===== src/rtl/qam32_symbol_mapper.sv =====
// 32-QAM cross-constellation Tx mapper: packs bytes MSB-first into 5-bit symbols and maps to signed Re/Im.
// Optional build macro QAM_MOD_SYM_COUNT_EN adds the SymCount per-frame handoff counter output.
module qam32_symbol_mapper #(
   parameter int AMP_UNIT = 458,
   parameter int DATA_W   = 24
) (
   input  logic                     Clk,
   input  logic                     Rst,
   input  logic                     TxDataValid,
   input  logic [7:0]               TxData,
   input  logic                     TxDataLast,
   output logic                     TxDataReady,
   output logic                     QAMModValid,
   output logic signed [DATA_W-1:0] QAMModRe,
   output logic signed [DATA_W-1:0] QAMModIm,
   output logic                     QAMModLast,
   input  logic                     QAMModReady
`ifdef QAM_MOD_SYM_COUNT_EN
   ,
   output logic [15:0]              SymCount
`endif
);

   typedef enum logic {RUN, FLUSH} state_t;

   state_t      state;
   logic [11:0] acc;
   logic [3:0]  count;
   logic        pop;
   logic        accept;
   logic        flush_last;
   logic [11:0] acc_base;
   logic [3:0]  count_base;
   logic [11:0] insert;
   logic [7:0]  levels;

   // Returns {re, im} as signed odd multiples of AMP_UNIT (-5..+5) packed in two nibbles.
   function automatic logic [7:0] sym_levels(input logic [4:0] s);
      case (s)
         5'd0:  return 8'hD5;  5'd1:  return 8'hF5;  5'd2:  return 8'hDB;  5'd3:  return 8'hFB;
         5'd4:  return 8'hB3;  5'd5:  return 8'hB1;  5'd6:  return 8'hBD;  5'd7:  return 8'hBF;
         5'd8:  return 8'hF3;  5'd9:  return 8'hF1;  5'd10: return 8'hFD;  5'd11: return 8'hFF;
         5'd12: return 8'hD3;  5'd13: return 8'hD1;  5'd14: return 8'hDD;  5'd15: return 8'hDF;
         5'd16: return 8'h35;  5'd17: return 8'h15;  5'd18: return 8'h3B;  5'd19: return 8'h1B;
         5'd20: return 8'h53;  5'd21: return 8'h51;  5'd22: return 8'h5D;  5'd23: return 8'h5F;
         5'd24: return 8'h13;  5'd25: return 8'h11;  5'd26: return 8'h1D;  5'd27: return 8'h1F;
         5'd28: return 8'h33;  5'd29: return 8'h31;  5'd30: return 8'h3D;  default: return 8'h3F;
      endcase
   endfunction

   function automatic logic signed [DATA_W-1:0] scale(input logic [3:0] lvl);
      int v;
      v = int'($signed(lvl)) * AMP_UNIT;
      return DATA_W'(v);
   endfunction

   // Valid bits sit left-aligned in acc (oldest at bit 11); unused low bits are always zero,
   // which makes the FLUSH padding free.
   always_comb begin
      pop         = ((count >= 4'd5) || (state == FLUSH && count != 4'd0)) &&
                    (!QAMModValid || QAMModReady);
      TxDataReady = !Rst && (state == RUN) &&
                    ((count <= 4'd4) || ((count <= 4'd9) && pop));
      accept      = TxDataValid && TxDataReady;
      flush_last  = (state == FLUSH) && (count <= 4'd5);
      acc_base    = pop ? {acc[6:0], 5'b00000} : acc;
      count_base  = pop ? ((count >= 4'd5) ? count - 4'd5 : 4'd0) : count;
      insert      = {TxData, 4'h0} >> count_base;
      levels      = sym_levels(acc[11:7]);
   end

   always_ff @(posedge Clk) begin
      if (Rst) begin
         state       <= RUN;
         acc         <= '0;
         count       <= '0;
         QAMModValid <= 1'b0;
         QAMModRe    <= '0;
         QAMModIm    <= '0;
         QAMModLast  <= 1'b0;
      end else begin
         acc   <= accept ? (acc_base | insert) : acc_base;
         count <= accept ? count_base + 4'd8 : count_base;

         if (accept && TxDataLast)
            state <= FLUSH;
         else if (pop && flush_last)
            state <= RUN;

         if (pop) begin
            QAMModValid <= 1'b1;
            QAMModRe    <= scale(levels[7:4]);
            QAMModIm    <= scale(levels[3:0]);
            QAMModLast  <= flush_last;
         end else if (QAMModReady) begin
            QAMModValid <= 1'b0;
         end
      end
   end

`ifdef QAM_MOD_SYM_COUNT_EN
   always_ff @(posedge Clk) begin
      if (Rst)
         SymCount <= '0;
      else if (QAMModValid && QAMModReady)
         SymCount <= QAMModLast ? 16'd0 : SymCount + 16'd1;
   end
`endif

endmodule


===== config.mk =====
export PLATFORM = sky130hd
export DESIGN_NAME = qam32_symbol_mapper
export DESIGN_NICKNAME = d
export VERILOG_FILES = /design/src/rtl/qam32_symbol_mapper.sv
export SDC_FILE = /design/constraint.sdc
export NUM_CORES = 1
export LEC_CHECK = 0
export CELL_PAD_IN_SITES_DETAIL_PLACEMENT = 1
export CELL_PAD_IN_SITES_GLOBAL_PLACEMENT = 1
export CORE_AREA = 2 2 87 106
export DETAILED_ROUTE_END_ITERATION = 12
export DIE_AREA = 0 0 89 108
export GPL_TIMING_DRIVEN = 0
export PLACE_DENSITY = 0.95
export SETUP_SLACK_MARGIN = 0.15
export SLEW_MARGIN = 10
export SYNTH_ARGS = -nofsm -noshare
export SYNTH_HDL_FRONTEND = slang
export SYNTH_SLANG_ARGS = --single-unit

===== constraint.sdc =====
create_clock -name Clk -period 7.6 [get_ports Clk]
set_input_delay 1.52 -clock Clk [delete_from_list [all_inputs] [get_ports Clk]]
set_output_delay 1.52 -clock Clk [all_outputs]
set_load 0.01 [all_outputs]

==> impl_metrics.json, run 1 <==
{
  "yosys.area.top_type": "dfxtp_1",
  "leakage_nw": 1.91,
  "yosysSeqAreaShare": 0.279,
  "synth_seq_cells": 50,
  "ir_worst_vdd_uv": 93.9,
  "status": "finished clean",
  "setup_viol": 0,
  "holdWs_ns": 0.465,
  "hold_start": "QAMModIm[11]",
  "post_cts_buffers": 0,
  "async_reset_ff_frac": 0,
  "dieHeight_um": 108,
  "rsz0062_at_grt": "no",
  "synth_area_um2": 3580,
  "place_hpwl_um": 8150,
  "maxCapViolCount": 0,
  "cp.arrival_ns": 3.70,
  "placed_area_um2": 4330,
  "start_util": 0.421,
  "synth_cell_types": 66,
  "p_per_area_nw_per_um2": 254,
  "crit_path_max_fanout": 10,
  "yosys-top-cells-area": "dfxtp_1 (28%), ha_1 (13%), buf_4 (5.0%)",
  "skew_ns": 0.0165,
  "cp-start-kind": "primary input",
  "yosysMostFrequentCell": "dfxtp_1",
  "drv_slew": 0,
  "grt_max_degree": 17,
  "wire_per_inst_um": 16.8,
  "finalInstanceArea_um2": 4430,
  "clkSlewWorstSetupHoldPaths_ns": 0.10,
  "path_class": "primary input to primary output",
  "clock_path_buffers": 2,
  "relSlewSlack": 0.525,
  "endpoint_kind": "primary output",
  "cts_hold_buffers": 0,
  "r2r_start": "levels[2]",
  "startpoint": "QAMModReady",
  "fp.dieW_um": 89,
  "die_area_um2": 9610,
  "fmax_ghz": 0.192,
  "synth_ff_type": "dfxtp_1",
  "cts_htree_levels": 2,
  "synth_common_cells": "dfxtp_1 (50), nand2_1 (46), nor2_1 (40)",
  "synth_top_area_frac": 0.279,
  "synth_area_per_cell_um2": 8.47,
  "synth_edf_count": 0,
  "grt_pass1_wl_um": 16700,
  "numCtsBuffers": 5,
  "hold_class": "flip-flop to flip-flop",
  "ant_nets": 0,
  "hold_viol": 0,
  "num_antenna_cells": 0,
  "drive_gt1_frac": 0.116,
  "worst_pin_slew_ns": 0.712,
  "drtIter0Drc": 81,
  "netlist_instances": 423,
  "viasPerCell": 5.30,
  "routed_wl_um": 10200,
  "grt_usage": 0.220,
  "fin_crit_sh": 0.687,
  "floorplan.rows": 37,
  "clock_latency_ns": 0.32,
  "yosysWarningCount": 0,
  "post-route-min-period_ns": 5.22,
  "required_ns": 6.08,
  "route.detailed.drc": 0,
  "grt_overflow_total": 0,
  "antenna_found_initial": 0,
  "first_pass_iters": 4,
  "cts_tree": "yes",
  "core-area_um2": 8520,
  "postCtsResizedCells": 0,
  "nets": 549,
  "area_growth_pct": 23.7,
  "grt_pass1_vias": 3601,
  "io_buffers": 60,
  "clkSinkCount": 50,
  "finalSetupTns_ns": 0,
  "total_power_mw": 1.13,
  "cts-root-buf": "clkbuf_8",
  "dr_total_vias": 3225,
  "io_pins": 64,
  "place_congestion": 0.855
}
-- path summary, 6_finish.rpt --
check,depth (start not counted),slack [ns],end
worst min-delay path,2,0.46,QAMModIm[11]
worst max-delay path,7,2.38,TxDataReady
worst min register to register,2,0.46,QAMModIm[11]
worst max register to register,13,4.03,QAMModIm[12]
-- state kept, by name (all words and copies together), names as in the netlist --
name         count
count            4
QAMModLast       1
QAMModIm        13
QAMModValid      1
acc             12
QAMModRe        12
levels           6
state            1
-- logic make-up (layout without fill, tap and decap cells) --
| logic type | after synthesis | count (layout) | share of synthesized area |
|---|---|---|---|
| XOR/XNOR | 11 | 11 | 0.0269 |
| buffers and inverters | 77 | 145 | 0.109 |
| other | 1 | 2 | 0.00105 |
| adder cells (fa/ha/maj) | 45 | 45 | 0.174 |
| AO/OA/AOI/OAI | 88 | 88 | 0.175 |
| AND/OR/NAND/NOR | 134 | 134 | 0.185 |
| flip-flops | 50 | 50 | 0.279 |
| multiplexers | 17 | 17 | 0.0499 |
-- routing by layer --
| layer | wire length [um] | up-vias | global-route usage |
|---|---|---|---|
| met5 | 0 | - | 0 |
| met3 | 377 | 28 | 0.0321 |
| li1 | - | 1548 | - |
| met1 | 3870 | 1561 | 0.214 |
| met4 | 314 | 0 | 0.0938 |
| met2 | 5670 | 88 | 0.443 |
-- worst max-delay path, stage by stage --
cell,delay [ns]
clkdlybuf4s50_1,0.51
nand2b_1,0.24
clkbuf_1,0.42
nor2_1,0.08
o21ai_0,0.20
and3_1,0.19
clkdlybuf4s50_1,0.54
-- cell type report --
cell class | instances | area (um2)
fillers | 1043 | 4080
multi-input cells | 297 | 2190
flip-flops and latches | 50 | 1000
repair buffers | 60 | 601
plain buffers | 43 | 264
well taps | 117 | 146
inverters | 34 | 128
clock buffers | 6 | 82.6
clock inverters | 2 | 17.5
-- metrics by stage --
stage | util | worst slack, ns | cells
after floorplan | - | 3.80 | 424
after global placement | 0.509 | 2.53 | 601
after detailed placement | 0.509 | 2.40 | 601
after CTS | 0.521 | 2.38 | 609
after global routing | 0.521 | 2.20 | 609
final | 0.521 | 2.38 | 609
-- cell usage in the layout (no fill, tap or decap), types with 3 or more instances in the layout --
master / netlist / final
mux2i_1: 13 / 13
nand2_1: 46 / 46
clkbuf_8: 0 / 6
a21o_1: 5 / 5
xnor2_1: 6 / 6
nor2b_1: 5 / 5
a22oi_1: 3 / 3
a211oi_1: 11 / 11
and2_1: 5 / 5
inv_1: 32 / 32
nand2b_1: 7 / 7
and3_1: 8 / 8
nor3_1: 3 / 3
a21oi_1: 25 / 25
nand3_1: 3 / 3
fa_1: 8 / 8
buf_4: 24 / 24
ha_1: 37 / 37
nor2_1: 40 / 40
dfxtp_1: 50 / 50
buf_2: 4 / 4
clkdlybuf4s50_1: 0 / 60
xor2_1: 5 / 5
clkbuf_1: 13 / 13
a31oi_1: 6 / 6
o21ai_1: 5 / 5
o21ai_0: 7 / 7
-- power breakdown --
group | switching [mW] | internal (mW)
Clock | 0.0958 | 0.0751
Sequential | 0.0301 | 0.293
Combinational | 0.344 | 0.290
Power figures use the tool's default switching activity.
==> run 2: changes to the inputs <==
Settings changed: CORE_AREA 2 2 87 106 to 2 2 95 115, DIE_AREA 0 0 89 108 to 0 0 97 117, PLACE_DENSITY 0.95 to 0.86.
Clock period 7.6 ns to 4.3 ns, I/O delays scaled along.
==> impl_metrics.json, run 2 (synthesis gave the netlist of run 1 again) <==
{
  "internal-power_mw": 1.31,
  "grt_pass1_vias": 3354,
  "cts_htree_levels": 2,
  "cp.arrival_ns": 2.95,
  "hold_class": "flip-flop to flip-flop",
  "drv_slew": 0,
  "first_pass_iters": 4,
  "layout_common_cells": "clkdlybuf4s50_1 (60), dfxtp_1 (50), nand2_1 (46)",
  "reg2reg_depth": 13,
  "worst_pin_slew_ns": 0.756,
  "maxCapViolCount": 0,
  "endpoint_kind": "primary output",
  "clock_latency_ns": 0.29,
  "r2r_setup_slack_ns": 0.81,
  "status": "finished clean",
  "clkSinkCount": 50,
  "place_hpwl_um": 7490,
  "grt_pass1_wl_um": 16300,
  "post-route-min-period_ns": 3.81,
  "p_per_area_nw_per_um2": 471,
  "net-switching-power_mw": 0.817,
  "floorplan.rows": 41,
  "cts_hold_buffers": 0,
  "largest_register_ffs": 13,
  "antenna_found_initial": 0,
  "use_met3": 0.0220,
  "final_common_cell": "clkdlybuf4s50_1",
  "finalSetupTns_ns": 0,
  "drtIter0Drc": 111,
  "ant_nets": 0,
  "busiest_layer": "met2",
  "crit_path_max_fanout": 10,
  "area_growth_pct": 26.0,
  "io_buffers": 60,
  "fillerInstances": 1230,
  "route.detailed.drc": 0,
  "cp-start-kind": "primary input",
  "pwr-share-seq": 0.268,
  "grt_max_degree": 16,
  "dr_total_vias": 3197,
  "rsz0062_at_grt": "no",
  "num_antenna_cells": 0,
  "combPwrFrac": 0.521,
  "fp.dieW_um": 97,
  "routed_wl_um": 9660,
  "core-area_um2": 10300,
  "drive_gt1_frac": 0.114,
  "total_power_mw": 2.12,
  "dieHeight_um": 117,
  "skew_ns": 0.0106,
  "max_flop_register": "QAMModIm",
  "leakage_nw": 1.94,
  "grt_usage": 0.175,
  "wire_per_inst_um": 15.6,
  "placed_area_um2": 4350,
  "start_util": 0.348,
  "ir_worst_vdd_uv": 160,
  "viasPerCell": 5.15,
  "clock_path_buffers": 2,
  "top_regs": "QAMModIm x13, QAMModRe x12, acc x12",
  "hold_viol": 0,
  "fin_crit_sh": 0.887,
  "io_pins": 64,
  "die_area_um2": 11300,
  "path_class": "primary input to primary output",
  "relSlewSlack": 0.496,
  "power_frac_clock": 0.210,
  "met2_usage": 0.343,
  "grt_overflow_total": 0,
  "cts-root-buf": "clkbuf_16",
  "dpl_worst_slack_ns": 0.488,
  "numCtsBuffers": 5,
  "finalInstanceArea_um2": 4520,
  "fmax_ghz": 0.262,
  "postCtsResizedCells": 0,
  "nets": 549,
  "cts_tree": "yes",
  "use_met1": 0.194,
  "fin_ws_ns": 0.485,
  "required_ns": 3.44,
  "hold_depth": 2,
  "place_congestion": 0.821,
  "switching_share": 0.385,
  "post_cts_buffers": 0,
  "setup_viol": 0,
  "clkSlewWorstSetupHoldPaths_ns": 0.07
}
-- run 2: cell count changes in the layout (fill, tap and decap cells not counted), sizes merged --
cell,delta
clkinvlp,+1
bufinv,+1
clkinv,-2
-- run 2: stage by stage --
stage	util	cells	hold slack, ns
floorplan	-	424	0.437
global placement	0.422	613	0.443
detailed placement	0.422	613	0.448
CTS	0.438	621	0.458
global route	0.438	621	0.482
finish	0.438	621	0.454
-- run 2: worst paths after layout --
path / startpoint / to
max: QAMModReady / TxDataReady
min: QAMModRe[9] / QAMModRe[9]
max reg2reg: levels[2] / QAMModIm[22]
min reg2reg: QAMModRe[9] / QAMModRe[9]
-- run 2: power by group through the flow --
stage | clock network (mW) | registers [mW] | logic [mW]
after global routing | 0.475 | 0.579 | 1.24
final | 0.447 | 0.570 | 1.11
after global placement | 0 | 0.578 | 1.02
after floorplan | 0 | 0.581 | 0.769
after CTS | 0.453 | 0.572 | 1.12
after detailed placement | 0 | 0.581 | 1.10
-- run 2: layer usage --
layer	share of wire	vias to the layer above	wire (um)
met5	0	-	0
met4	0.025	0	243
met3	0.036	22	344
met2	0.53	88	5120
met1	0.41	1529	3960
li1	-	1558	-
-- run 2: layout make-up --
class | instances | area [um2] | share of cell area
Inverter | 34 | 128 | 0.0283
Timing Repair Buffer | 60 | 601 | 0.133
Multi-Input combinational cell | 297 | 2190 | 0.486
Clock buffer | 6 | 129 | 0.0285
Tap cell | 129 | 161 | 0.0357
Buffer | 43 | 264 | 0.0585
Clock inverter | 2 | 37.5 | 0.00831
Sequential cell | 50 | 1000 | 0.222
-- run 2: critical path, cell delays in order --
cell and delay (ns):
clkdlybuf4s50_1 0.51, nand2b_1 0.22, clkbuf_1 0.41, nor2_1 0.09, o21ai_0 0.16, and3_1 0.18, clkdlybuf4s50_1 0.53
